### config.mk
export PLATFORM = sky130hd
export DESIGN_NAME = regfile_dump
export DESIGN_NICKNAME = d
export VERILOG_FILES = /design/src/rtl/regfile_dump_pkg.sv /design/src/rtl/regfile_dump.sv
export SDC_FILE = /design/constraint.sdc
export NUM_CORES = 1
export LEC_CHECK = 0
export ABC_AREA = 1
export CORE_MARGIN = 2
export CORE_UTILIZATION = 48
export CTS_CLUSTER_DIAMETER = 100
export DETAILED_ROUTE_END_ITERATION = 7
export PLACE_DENSITY = 0.91
export SKIP_CTS_REPAIR_TIMING = 1
export SLEW_MARGIN = 20
export SYNTH_ARGS = -nofsm -noshare
export SYNTH_HDL_FRONTEND = slang
export SYNTH_SLANG_ARGS = --single-unit
### constraint.sdc
create_clock -name clk -period 2.95 [get_ports clk]
set_input_delay 0.295 -clock clk [delete_from_list [all_inputs] [get_ports clk]]
set_output_delay 0.295 -clock clk [all_outputs]
set_load 0.1 [all_outputs]
### src/rtl/regfile_dump_pkg.sv
// rtl/regfile_dump_pkg.sv - shared widths, FSM encoding and first-index helper for regfile_dump
package regfile_dump_pkg;

    localparam int REG_COUNT = 32;
    localparam int DIR_W     = 5;
    localparam int DATA_W    = 32;

    typedef enum logic [1:0] {
        IDLE = 2'd0,
        READ = 2'd1,
        SEND = 2'd2,
        DONE = 2'd3
    } state_e;

    // With x0 excluded, a range starting at 0 begins at 1 instead.
    function automatic logic [DIR_W-1:0] eff_first(input logic [DIR_W-1:0] first,
                                                   input logic              include_zero);
        if (!include_zero && first == '0)
            return DIR_W'(1);
        return first;
    endfunction

endpackage

### src/rtl/regfile_dump.sv
// rtl/regfile_dump.sv - walks a register index range through a read port and streams tagged words out
module regfile_dump
    import regfile_dump_pkg::*;
#(
    parameter bit INCLUDE_ZERO = 1'b1
) (
    input  logic              clk,
    input  logic              rst,
    input  logic              Start,
    input  logic [DIR_W-1:0]  FirstDir,
    input  logic [DIR_W-1:0]  LastDir,
    input  logic              Abort,
    output logic [DIR_W-1:0]  ReadDir,
    input  logic [DATA_W-1:0] ReadData,
    output logic [DATA_W-1:0] OutData,
    output logic [DIR_W-1:0]  OutDir,
    output logic              OutValid,
    input  logic              OutReady,
    output logic              OutLast,
    output logic              Busy,
    output logic              Done,
    output logic              Error
);

    state_e              state_q, state_d;
    logic [DIR_W-1:0]    cur_q, cur_d;
    logic [DIR_W-1:0]    end_q, end_d;
    logic [DIR_W-1:0]    read_dir_q, read_dir_d;
    logic [DATA_W-1:0]   out_data_q, out_data_d;
    logic [DIR_W-1:0]    out_dir_q, out_dir_d;
    logic                out_valid_q, out_valid_d;
    logic                out_last_q, out_last_d;
    logic                busy_q, busy_d;
    logic                done_q, done_d;
    logic                error_q, error_d;
    logic [DIR_W-1:0]    first_eff;

    always_comb begin
        state_d     = state_q;
        cur_d       = cur_q;
        end_d       = end_q;
        read_dir_d  = '0;
        out_data_d  = out_data_q;
        out_dir_d   = out_dir_q;
        out_valid_d = out_valid_q;
        out_last_d  = out_last_q;
        busy_d      = busy_q;
        done_d      = 1'b0;
        error_d     = 1'b0;
        first_eff   = eff_first(FirstDir, INCLUDE_ZERO);

        case (state_q)
            IDLE: begin
                if (Start) begin
                    if (first_eff > LastDir) begin
                        error_d = 1'b1;
                    end else begin
                        cur_d      = first_eff;
                        end_d      = LastDir;
                        read_dir_d = first_eff;
                        busy_d     = 1'b1;
                        state_d    = READ;
                    end
                end
            end
            READ: begin
                out_data_d  = ReadData;
                out_dir_d   = cur_q;
                out_last_d  = (cur_q == end_q);
                out_valid_d = 1'b1;
                state_d     = SEND;
            end
            SEND: begin
                if (OutReady) begin
                    out_valid_d = 1'b0;
                    if (cur_q == end_q) begin
                        done_d  = 1'b1;
                        state_d = DONE;
                    end else begin
                        cur_d      = cur_q + DIR_W'(1);
                        read_dir_d = cur_q + DIR_W'(1);
                        state_d    = READ;
                    end
                end
            end
            DONE: begin
                busy_d  = 1'b0;
                state_d = IDLE;
            end
            default: state_d = IDLE;
        endcase

        // Abort wins over a same-cycle handshake: the word in flight is dropped.
        if (Abort && state_q != IDLE) begin
            state_d     = IDLE;
            out_valid_d = 1'b0;
            done_d      = 1'b0;
            busy_d      = 1'b0;
            read_dir_d  = '0;
            cur_d       = cur_q;
        end
    end

    always_ff @(posedge clk or negedge rst) begin
        if (!rst) begin
            state_q     <= IDLE;
            cur_q       <= '0;
            end_q       <= '0;
            read_dir_q  <= '0;
            out_data_q  <= '0;
            out_dir_q   <= '0;
            out_valid_q <= 1'b0;
            out_last_q  <= 1'b0;
            busy_q      <= 1'b0;
            done_q      <= 1'b0;
            error_q     <= 1'b0;
        end else begin
            state_q     <= state_d;
            cur_q       <= cur_d;
            end_q       <= end_d;
            read_dir_q  <= read_dir_d;
            out_data_q  <= out_data_d;
            out_dir_q   <= out_dir_d;
            out_valid_q <= out_valid_d;
            out_last_q  <= out_last_d;
            busy_q      <= busy_d;
            done_q      <= done_d;
            error_q     <= error_d;
        end
    end

    assign ReadDir  = read_dir_q;
    assign OutData  = out_data_q;
    assign OutDir   = out_dir_q;
    assign OutValid = out_valid_q;
    assign OutLast  = out_last_q;
    assign Busy     = busy_q;
    assign Done     = done_q;
    assign Error    = error_q;

endmodule

Yosys cells after proc, flatten, opt, wreduce, memory -nomap -nowiden

Index checks and enable logic that the tools add are counted.

Add/subtract/negate cells: 1
Magnitude comparators: 1
Equality and inequality tests: 11
Mux-type cells: 31
Bitwise gates (word level): 2
Reduce and logical (&&, ||, !) cells: 11

Operators by type and width:

| kind                                                 | count |
|---|---|
| two-way mux 5 bit                                    | 9 |
| one-hot mux 5 bit (2 select lines)                   | 2 |
| two-way mux 1 bit                                    | 12 |
| two-way mux 2 bit                                    | 5 |
| != test 3 bit (second input constant)                | 3 |
| AND reduction 3 bit                                  | 3 |
| != test 2 bit (second input constant)                | 4 |
| one-hot mux 2 bit (4 select lines)                   | 1 |
| AND reduction 6 bit                                  | 1 |
| nonzero test 3 bit                                   | 2 |
| adder 5 x 1 -> 5 bit (second input constant)         | 1 |
| equality test 5 bit                                  | 1 |
| > comparator 5 bit                                   | 1 |
| equality test 2 bit (second input constant)          | 2 |
| one-hot mux 1 bit (2 select lines)                   | 2 |
| nonzero test 2 bit                                   | 2 |
| equality test 2 x 1 -> 1 bit (second input constant) | 1 |
| logical NOT 2 bit                                    | 1 |
| NOT 1 bit                                            | 2 |
| AND reduction 2 bit                                  | 1 |
| logical AND 1 bit                                    | 1 |

Flip-flop bits (word level): 59
Bits of input ports: 47
Output and inout bits: 47
Word-level logic and storage cells: 68

Logic depth before layout (Yosys ltp)

Gate-level depths: netlist of the first run.

Depth in word-level cells: 5
Gate-level depth with buffers: 11
Depth with buffers taken out: 11

Worst setup path after synthesis of the first run

No wires, ideal clock.

Path kind: input-to-reg
Start: in LastDir[4]
End: reg end_q[2]
Library setup time: 126 ps
Arrival: 1334 ps
Required time: 2824 ps
Setup slack: 1490 ps
Stages on the path: 11
Path buffers: 1
Cells stage by stage: inv_1 ha_1 nand2_1 nor2_1 nand2_1 nand3_1 nand2_1 nand3_1 buf_4 nand2_1 o21ai_0

Longest elaborated chain between the ends: 3

Ends and longest elaborated chain:

| item                                 | RTL line            | RTL |
|---|---|---|
| start, declared                      | regfile_dump.sv:11  | `input logic [DIR_W-1:0] LastDir,` |
| > comparator 5 bit                   | regfile_dump.sv:55  | `if (first_eff > LastDir) begin` |
| NOT 1 bit (no source line)           | n/a                 |  |
| AND reduction 3 bit (no source line) | n/a                 |  |
| end signal, assigned                 | regfile_dump.sv:120 | `end_q <= end_d;` |
| end, declared                        | regfile_dump.sv:27  | `logic [DIR_W-1:0] end_q, end_d;` |

No other way between the ends.
A chain may end at the register's enable or synchronous reset.

Worst setup path in the final report of the first run

Start: in LastDir[4]
End: reg end_q[1]

Same word-level chain as after synthesis.

==> impl_metrics.ini, run 1 <==
[outcome]
outcome = completed

[synthesis]
synth_top_area_share_pct = 55.74
syn_area_per_cell_um2 = 11.22
netlist_area_um2 = 2649
synth.distinct_cells = 25
syn-instance-count = 236
ys_ff_latch = 59
ys_seq_area_share_pct = 55.74
synth_xor_area_share_pct = 0.6613
synthMuxAreaShare_pct = 14.03
synth_compound_area_share_pct = 5.385
synth_nets = 289
ys_warn_count = 0
synthAdderAreaFrac_pct = 2.834
yosysTopAreaCell = dfrtp_1
yosys.area_share.simple_pct = 15.49
synth_top_family_by_area = simple AND/OR/NAND/NOR gates
synth_area_leaders = dfrtp_1 (56%), mux2_2 (13%), nand2_1 (7.1%)

[floorplanning]
ios = 94
dieArea_um2 = 6129
dieWidth_um = 78.29
start_util_pct = 49.00
rows = 27
coreArea_um2 = 5405
die_h_um = 78.29

[route]
final_antenna_net_count = 0
route.detailed.drc = 0
vias = 1985
wl_per_cell_um = 13.08
firstDrtPassIters = 4
via_per_inst = 4.806
drt_iter0_markers = 111
wirelength_um = 5404

[global_route]
grt_overflow_total = 0
antenna_found_initial = 0
grt_use_total_pct = 18.45
grt_pass1_wl_um = 8776
grt_pass1_vias = 1984
grt_max_degree = 46

[timing]
tightest_slew_ns = 0.5482
fin_skew_ns = 0.006162
hold_viol_final = 0
setup_viol = 0
period_share_pct = 60.96
finalCriticalPeriod_ns = 1.798
fmax_ghz = 0.5561
layout_setup_ws_ns = 1.152
relSlewSlack_pct = 63.42
finalSetupTns_ns = 0
grt_setup_unrepaired = false
slew_violations = 0

[setup_path]
r2r-start = state_q[1]$_DFFE_PN0P_
criticalPathCategory = input pin to flip-flop
worst_path_largest_cell_delay_ns = 0.45
cpMaxStageDelayCell = clkdlybuf4s50_1
regToRegEndpoint = OutData[29]$_DFFE_PN0N_
cp_max_fo = 11
cp-startpoint = LastDir[4]
cp_cell_sequence = clkdlybuf4s50_1, inv_1, ha_1, nand2_1, nor2_1, nand2_1, nand3_1, nand2_1, nand3_1, nand2_1, o21ai_0
cp.arrival_ns = 2.00
crit_top_cell = nand2_1
cp-end-kind = flip-flop
r2r_cells = 3
ff2ff_setup_slack_ns = 1.41
startpoint_type = input pin
critical_path_required_ns = 3.16

[clocking]
clock-root-buffer = clkbuf_8
clk_latency_ns = 0.33
cts.htree.levels = 3
clk_pin_slew_worst_paths_ns = 0.07
clockBufferDepth = 2
cts_made_buffers = 9
cts_tree = built
numClockSinks = 59

[place]
hpwl_um = 3939
io_buffers = 93
routabilityCongestion = 0.7894
place_ws_ns = 0.8021

[layout]
drive_above_1_share_pct = 31.38
mostFrequentLayoutCells = dfrtp_1 (59), nand2_1 (50), buf_4 (48), clkdlybuf4s50_1 (45), mux2_2 (31)
layout.nets = 390
antenna_cells = 0
n_fill_cell = 411
syn_to_final_growth_pct = 40.15
layout_commonest_cell = dfrtp_1

[min_path]
hold_path_class = input pin to asynchronous set/reset pin

[run]
cap_violations = 0
-- registers in the layout, indices dropped and copies added, names as in the netlist --
name and flops:
OutLast 1, Done 1, OutValid 1, OutDir 5, Busy 1, OutData 32
cur_q 5, ReadDir 5, Error 1, end_q 5, state_q 2
-- worst max-delay path by stage --
stage | slack [ns] | end
after floorplan | 1.49 | end_q[2]$_DFFE_PN0P_
after global routing | 0.94 | end_q[4]$_DFFE_PN0P_
after global placement | 0.90 | end_q[4]$_DFFE_PN0P_
final | 1.15 | end_q[1]$_DFFE_PN0P_
after CTS | 1.14 | end_q[1]$_DFFE_PN0P_
after detailed placement | 0.80 | end_q[1]$_DFFE_PN0P_
-- stage by stage --
step / area [um^2] / util (%) / hold slack [ns] / cells
after floorplan: 2649 / - / -0.0005911 / 236
after global placement: 3508 / 64.91 / 0.2824 / 397
after detailed placement: 3508 / 64.91 / 0.2915 / 397
after CTS: 3702 / 68.50 / -0.06714 / 412
after global routing: 3712 / 68.68 / 0.4949 / 413
final: 3712 / 68.68 / 0.4536 / 413
-- Yosys cell counts (all sizes together) --
library cell	count
a22oi	1
nand4	6
buf	5
a21oi	5
o22ai	1
xnor2	1
nand3	8
dfrtp	59
nand2	54
ha	6
mux2	33
xor2	1
nor2	9
o21ai	18
inv	29
-- metal layers --
layer / global-route usage (%) / share of wire (%) / wire length [um]
met5: 0 / 0 / 0
met4: 9.123 / 2.0 / 110
met3: 4.598 / 6.9 / 371
met2: 30.69 / 47 / 2520
met1: 22.43 / 44 / 2402
-- cell families (layout without fill, tap and decap cells) --
kind of cell,Yosys count,count (layout)
simple gates,77,77
flops,59,59
buf+inv,34,139
mux,33,33
compound gates,25,25
fa+ha+maj,6,6
xor+xnor,2,2
-- area by class of cell --
class                           instances  area (um^2)  area share (%)
Sequential cell                        59         1476           39.77
Clock inverter                          2        35.03          0.9437
Timing Repair Buffer                   95        825.8           22.24
Inverter                               29        108.9           2.932
Clock buffer                           13        158.9           4.280
Tap cell                               72        90.09           2.427
Multi-Input combinational cell        143         1017           27.40
-- worst max-delay path: cells and delay by family --
family	cells	cell delay, ns
compound gates	1	0.09
buf+inv	2	0.49
fa+ha+maj	1	0.28
simple gates	7	0.84
Power of run 1 is not shown: default switching activity piles up to over one toggle a cycle in this logic, so the estimate is an artifact.
==> inputs of run 2 (changes only) <==
--- a/config.mk
+++ b/config.mk
@@ -7,10 +7,10 @@
 export LEC_CHECK = 0
 export ABC_AREA = 1
 export CORE_MARGIN = 2
-export CORE_UTILIZATION = 48
+export CORE_UTILIZATION = 40
 export CTS_CLUSTER_DIAMETER = 100
 export DETAILED_ROUTE_END_ITERATION = 7
-export PLACE_DENSITY = 0.91
+export PLACE_DENSITY = 0.81
 export SKIP_CTS_REPAIR_TIMING = 1
 export SLEW_MARGIN = 20
 export SYNTH_ARGS = -nofsm -noshare
==> constraint.sdc (replaced) <==
create_clock -name clk -period 1.6 [get_ports clk]
set_input_delay 0.16 -clock clk [delete_from_list [all_inputs] [get_ports clk]]
set_output_delay 0.16 -clock clk [all_outputs]
set_load 0.1 [all_outputs]
==> run 2 against run 1 <==
Critical path depth unchanged. Count of clock-buffer cells in the layout increased by 2. Hold slack worse by 0.097 ns. Routed wire length increased by 11%. Cell count grew 3.9%. First-iteration DRC count shrank 35%. Sequential share of layout area is 6.4 points lower. Critical path type unchanged.
==> impl_metrics.ini, run 2 (synthesis gave the netlist of run 1 again) <==
[clocking]
cts.htree.levels = 3
cts_tree = built
clk_pin_slew_worst_paths_ns = 0.06
clk_latency_ns = 0.32
clock-root-buffer = clkbuf_8
clockBufferDepth = 2
cts_made_buffers = 9
numClockSinks = 59

[floorplanning]
rows = 29
dieArea_um2 = 7289
coreArea_um2 = 6386
die_h_um = 85.38
start_util_pct = 41.48
dieWidth_um = 85.38
ios = 94

[setup_path]
criticalPathCategory = input pin to flip-flop
cp-end-kind = flip-flop
cp.arrival_ns = 1.72
cp_max_fo = 11
r2r_cells = 6
cpMaxStageDelayCell = clkdlybuf4s50_1
startpoint_type = input pin
cp.depth = 11
critical_path_required_ns = 1.81
crit_top_cell = nand2_1
cp-startpoint = LastDir[4]
worst_path_largest_cell_delay_ns = 0.45
cp_cell_sequence = clkdlybuf4s50_1, inv_1, ha_1, nand2_1, inv_1, nand2_1, nand3_2, nand2_1, nand3_4, nand2_1, o21ai_0
ff2ff_setup_slack_ns = 0.17
r2r-start = state_q[0]$_DFFE_PN0P_
cp_top_family = simple AND/OR/NAND/NOR gates
critPathBufInv = 3

[timing]
grt_setup_unrepaired = false
finalCriticalPeriod_ns = 1.514
hold_viol_final = 0
slew_violations = 0
relSlewSlack_pct = 64.02
period_share_pct = 94.64
setup_viol = 0
tightest_slew_ns = 0.5397
fin_skew_ns = 0.006662
fmax_ghz = 0.6604
finalSetupTns_ns = 0

[run]
cap_violations = 0

[global_route]
grt_use_total_pct = 17.85
grt_pass1_vias = 2145
grt_overflow_total = 0
antenna_found_initial = 0
grt_max_degree = 38
grt_pass1_wl_um = 10140

[place]
io_buffers = 93
routabilityCongestion = 0.8993
dp.cells = 412
hpwl_um = 4528

[route]
route.detailed.drc = 0
via_per_inst = 4.807
firstDrtPassIters = 4
vias = 2062
final_antenna_net_count = 0
wl_per_cell_um = 13.96
wirelength_um = 5989
drt_iter0_markers = 72

[layout]
mostFrequentLayoutCells = dfrtp_1 (59), nand2_1 (49), buf_12 (48), clkdlybuf4s50_1 (45), mux2_2 (31)
syn_to_final_growth_pct = 66.98
n_fill_cell = 443
layout.nets = 400
largest_register_ff_count = 32
drive_above_1_share_pct = 34.66
antenna_cells = 0
finalNonFillerCells = 429
multi_input_area_um2 = 1049
seq_area_um2 = 1476
layout_commonest_cell = dfrtp_1

[outcome]
outcome = completed

[min_path]
hold_path_class = input pin to asynchronous set/reset pin
## run 2: path summary, 6_finish.rpt
kind	to
worst min register to register	end_q[4]$_DFFE_PN0P_
max in group asynchronous	ReadDir[4]$_DFF_PN0_
min in group clk	end_q[1]$_DFFE_PN0P_
worst min-delay path	OutData[4]$_DFFE_PN0N_
worst max-delay path	end_q[2]$_DFFE_PN0P_
worst max register to register	cur_q[3]$_DFFE_PN0P_
## run 2: final cells by class
class                           instances  share of cell area, %
Inverter                               29                  2.461
Clock inverter                          1                 0.1132
Timing Repair Buffer                  105                  33.95
Tap cell                               77                  2.178
Sequential cell                        59                  33.38
Multi-Input combinational cell        143                  23.71
Clock buffer                           15                  4.215
## run 2: per-layer routing
metal	GRT usage (%)	vias up	share of wire [%]
met5	0	-	0
met4	5.339	0	0.80
met3	5.642	6	6.6
met2	30.33	82	51
met1	21.79	975	42
li1	-	999	-
## run 2: worst reg2reg max path, stage by stage, from the launching register on
cell and delay [ns]:
dfrtp_1 0.49, inv_2 0.16, nand2_4 0.11, inv_2 0.14, nand4_4 0.19, nand4_1 0.17, nand2_1 0.06
## run 2: stage by stage
step | hold slack (ns) | instance area [um^2] | util [%] | setup slack, ns
floorplan | -0.1356 | 2649 | - | 0.2689
global placement | 0.1715 | 4190 | 65.62 | -0.3158
detailed placement | 0.1768 | 4190 | 65.62 | -0.3890
CTS | -0.1771 | 4382 | 68.61 | -0.04390
global route | 0.4016 | 4423 | 69.26 | 0.001535
finish | 0.3570 | 4423 | 69.26 | 0.08571
Power of run 2 is left out for the same reason.
==> inputs of run 3 (changes only) <==
--- a/config.mk
+++ b/config.mk
@@ -10,9 +10,8 @@
 export CORE_UTILIZATION = 40
 export CTS_CLUSTER_DIAMETER = 100
 export DETAILED_ROUTE_END_ITERATION = 7
-export PLACE_DENSITY = 0.81
+export PLACE_DENSITY = 0.75
 export SKIP_CTS_REPAIR_TIMING = 1
-export SLEW_MARGIN = 20
 export SYNTH_ARGS = -nofsm -noshare
 export SYNTH_HDL_FRONTEND = slang
 export SYNTH_SLANG_ARGS = --single-unit
==> run 3 against run 2 <==
Clock skew fell by 0.0011 ns. Setup slack got worse by 0.057 ns. Sequential share of layout area rose by 0.23 points. Via count fell by 1.4%. Core utilization fell by 0.47 points. Hold slack got worse by 0.061 ns. Count of clock-buffer cells in the layout fell by 3. Flip-flop and latch count did not move. Critical path type unchanged. Critical endpoint is now state_q[1]$_DFFE_PN0P_. Highest routed layer unchanged.
==> impl_metrics.ini, run 3 (synthesis gave the netlist of run 1 again) <==
[outcome]
outcome = completed

[floorplanning]
coreArea_um2 = 6386
ios = 94
die_h_um = 85.38
rows = 29
start_util_pct = 41.48
dieWidth_um = 85.38
dieArea_um2 = 7289

[setup_path]
cp-end-kind = flip-flop
cpMaxStageDelayCell = clkdlybuf4s50_1
r2r_cells = 2
critical_path_required_ns = 1.82
ff2ff_setup_slack_ns = 0.16
cp_top_family = simple AND/OR/NAND/NOR gates
startpoint_type = input pin
regToRegEndpoint = OutData[12]$_DFFE_PN0N_
cp_cell_sequence = clkdlybuf4s50_1, inv_1, ha_1, nand2_1, nor2_2, nand2_1, nand3_2, nand3_4, nand2_2, inv_1, nand3_1, nand2_1
crit_top_cell = nand2_1
worst_path_largest_cell_delay_ns = 0.46
r2r-start = state_q[0]$_DFFE_PN0P_
criticalPathCategory = input pin to flip-flop
critPathBufInv = 3
cp.arrival_ns = 1.79
cp_max_fo = 7

[timing]
fin_skew_ns = 0.005606
relSlewSlack_pct = 66.44
finalCriticalPeriod_ns = 1.572
tightest_slew_ns = 0.5034
grt_setup_unrepaired = true
hold_viol_final = 0
setup_viol = 0
fmax_ghz = 0.6363
slew_violations = 0
period_share_pct = 98.22

[global_route]
grt_overflow_total = 0
grt_pass1_wl_um = 9349
grt_pass1_vias = 2029
grt_max_degree = 40
antenna_found_initial = 0
grt_use_total_pct = 16.76

[clocking]
cts.htree.levels = 3
numClockSinks = 59
clock-root-buffer = clkbuf_8
clk_latency_ns = 0.33
clk_pin_slew_worst_paths_ns = 0.06
cts_tree = built
cts_made_buffers = 9
clockBufferDepth = 2

[route]
route.detailed.drc = 0
final_antenna_net_count = 0
wl_per_cell_um = 13.62
wirelength_um = 5842
vias = 2034
firstDrtPassIters = 4
drt_iter0_markers = 80
via_per_inst = 4.741

[layout]
mostFrequentLayoutCells = dfrtp_1 (59), nand2_1 (48), buf_12 (48), clkdlybuf4s50_1 (45), mux2_2 (31)
layout_commonest_cell = dfrtp_1
drive_above_1_share_pct = 34.94
syn_to_final_growth_pct = 65.85
layout.nets = 401
stdcell_area_um2 = 4393
antenna_cells = 0
largest_register_ff_count = 32

[run]
cap_violations = 0

[min_path]
hold_path_class = input pin to asynchronous set/reset pin

[place]
placed_cell_area_um2 = 4198
routabilityCongestion = 0.9051
hpwl_um = 4541
io_buffers = 93
run 3: cell types whose count changed in the layout (fill, tap and decap cells not counted), sizes merged:
cell / previous run / this run
buf: 59 / 60
clkinv: 1 / 3
clkbuf: 15 / 12
run 3: area by class of cell:
type,count,area (um^2)
fill,463,1993
tap,77,96.34
timing repair buffer,106,1509
multi-input combinational,143,1042
clock buffer,12,145.1
inverter,29,108.9
sequential,59,1476
clock inverter,3,15.01
run 3: stage by stage:
stage               worst slack, ns  setup TNS (ns)  cells  util, %  hold slack, ns
floorplan                    0.2689               0    236        -         -0.1356
global placement            -0.3180          -4.136    413    65.73          0.1055
detailed placement          -0.4539          -6.533    413    65.73          0.1177
CTS                        -0.09643         -0.4922    428    68.24         -0.2411
global route               -0.06581         -0.2969    429    68.79          0.3394
finish                      0.02842               0    429    68.79          0.2959
run 3: worst max path at each step:
stage / to / depth (start not counted) / slack (ns) / startpoint
detailed placement: end_q[3]$_DFFE_PN0P_ / 10 / -0.45 / LastDir[4]
floorplan: OutValid$_DFFE_PN0P_ / 2 / 0.27 / OutValid$_DFFE_PN0P_
finish: state_q[1]$_DFFE_PN0P_ / 12 / 0.03 / LastDir[2]
CTS: end_q[3]$_DFFE_PN0P_ / 10 / -0.1 / LastDir[4]
global placement: end_q[4]$_DFFE_PN0P_ / 11 / -0.32 / LastDir[4]
global route: state_q[1]$_DFFE_PN0P_ / 12 / -0.07 / LastDir[4]
run 3: routing by layer:
layer | part of all wire, % | routed length, um | global-route usage (%)
met1 | 41 | 2397 | 20.32
met2 | 51 | 2970 | 27.34
met3 | 5.5 | 322 | 3.696
met4 | 2.6 | 151 | 9.957
met5 | 0 | 0 | 0
run 3: worst register-to-register path, delay by kind of cell (launching register included):
kind	cells	cell delay, ns
flip-flops	1	0.47
multiplexers	1	0.43
AND/OR/NAND/NOR	1	0.43
Power of run 3 is left out for the same reason.
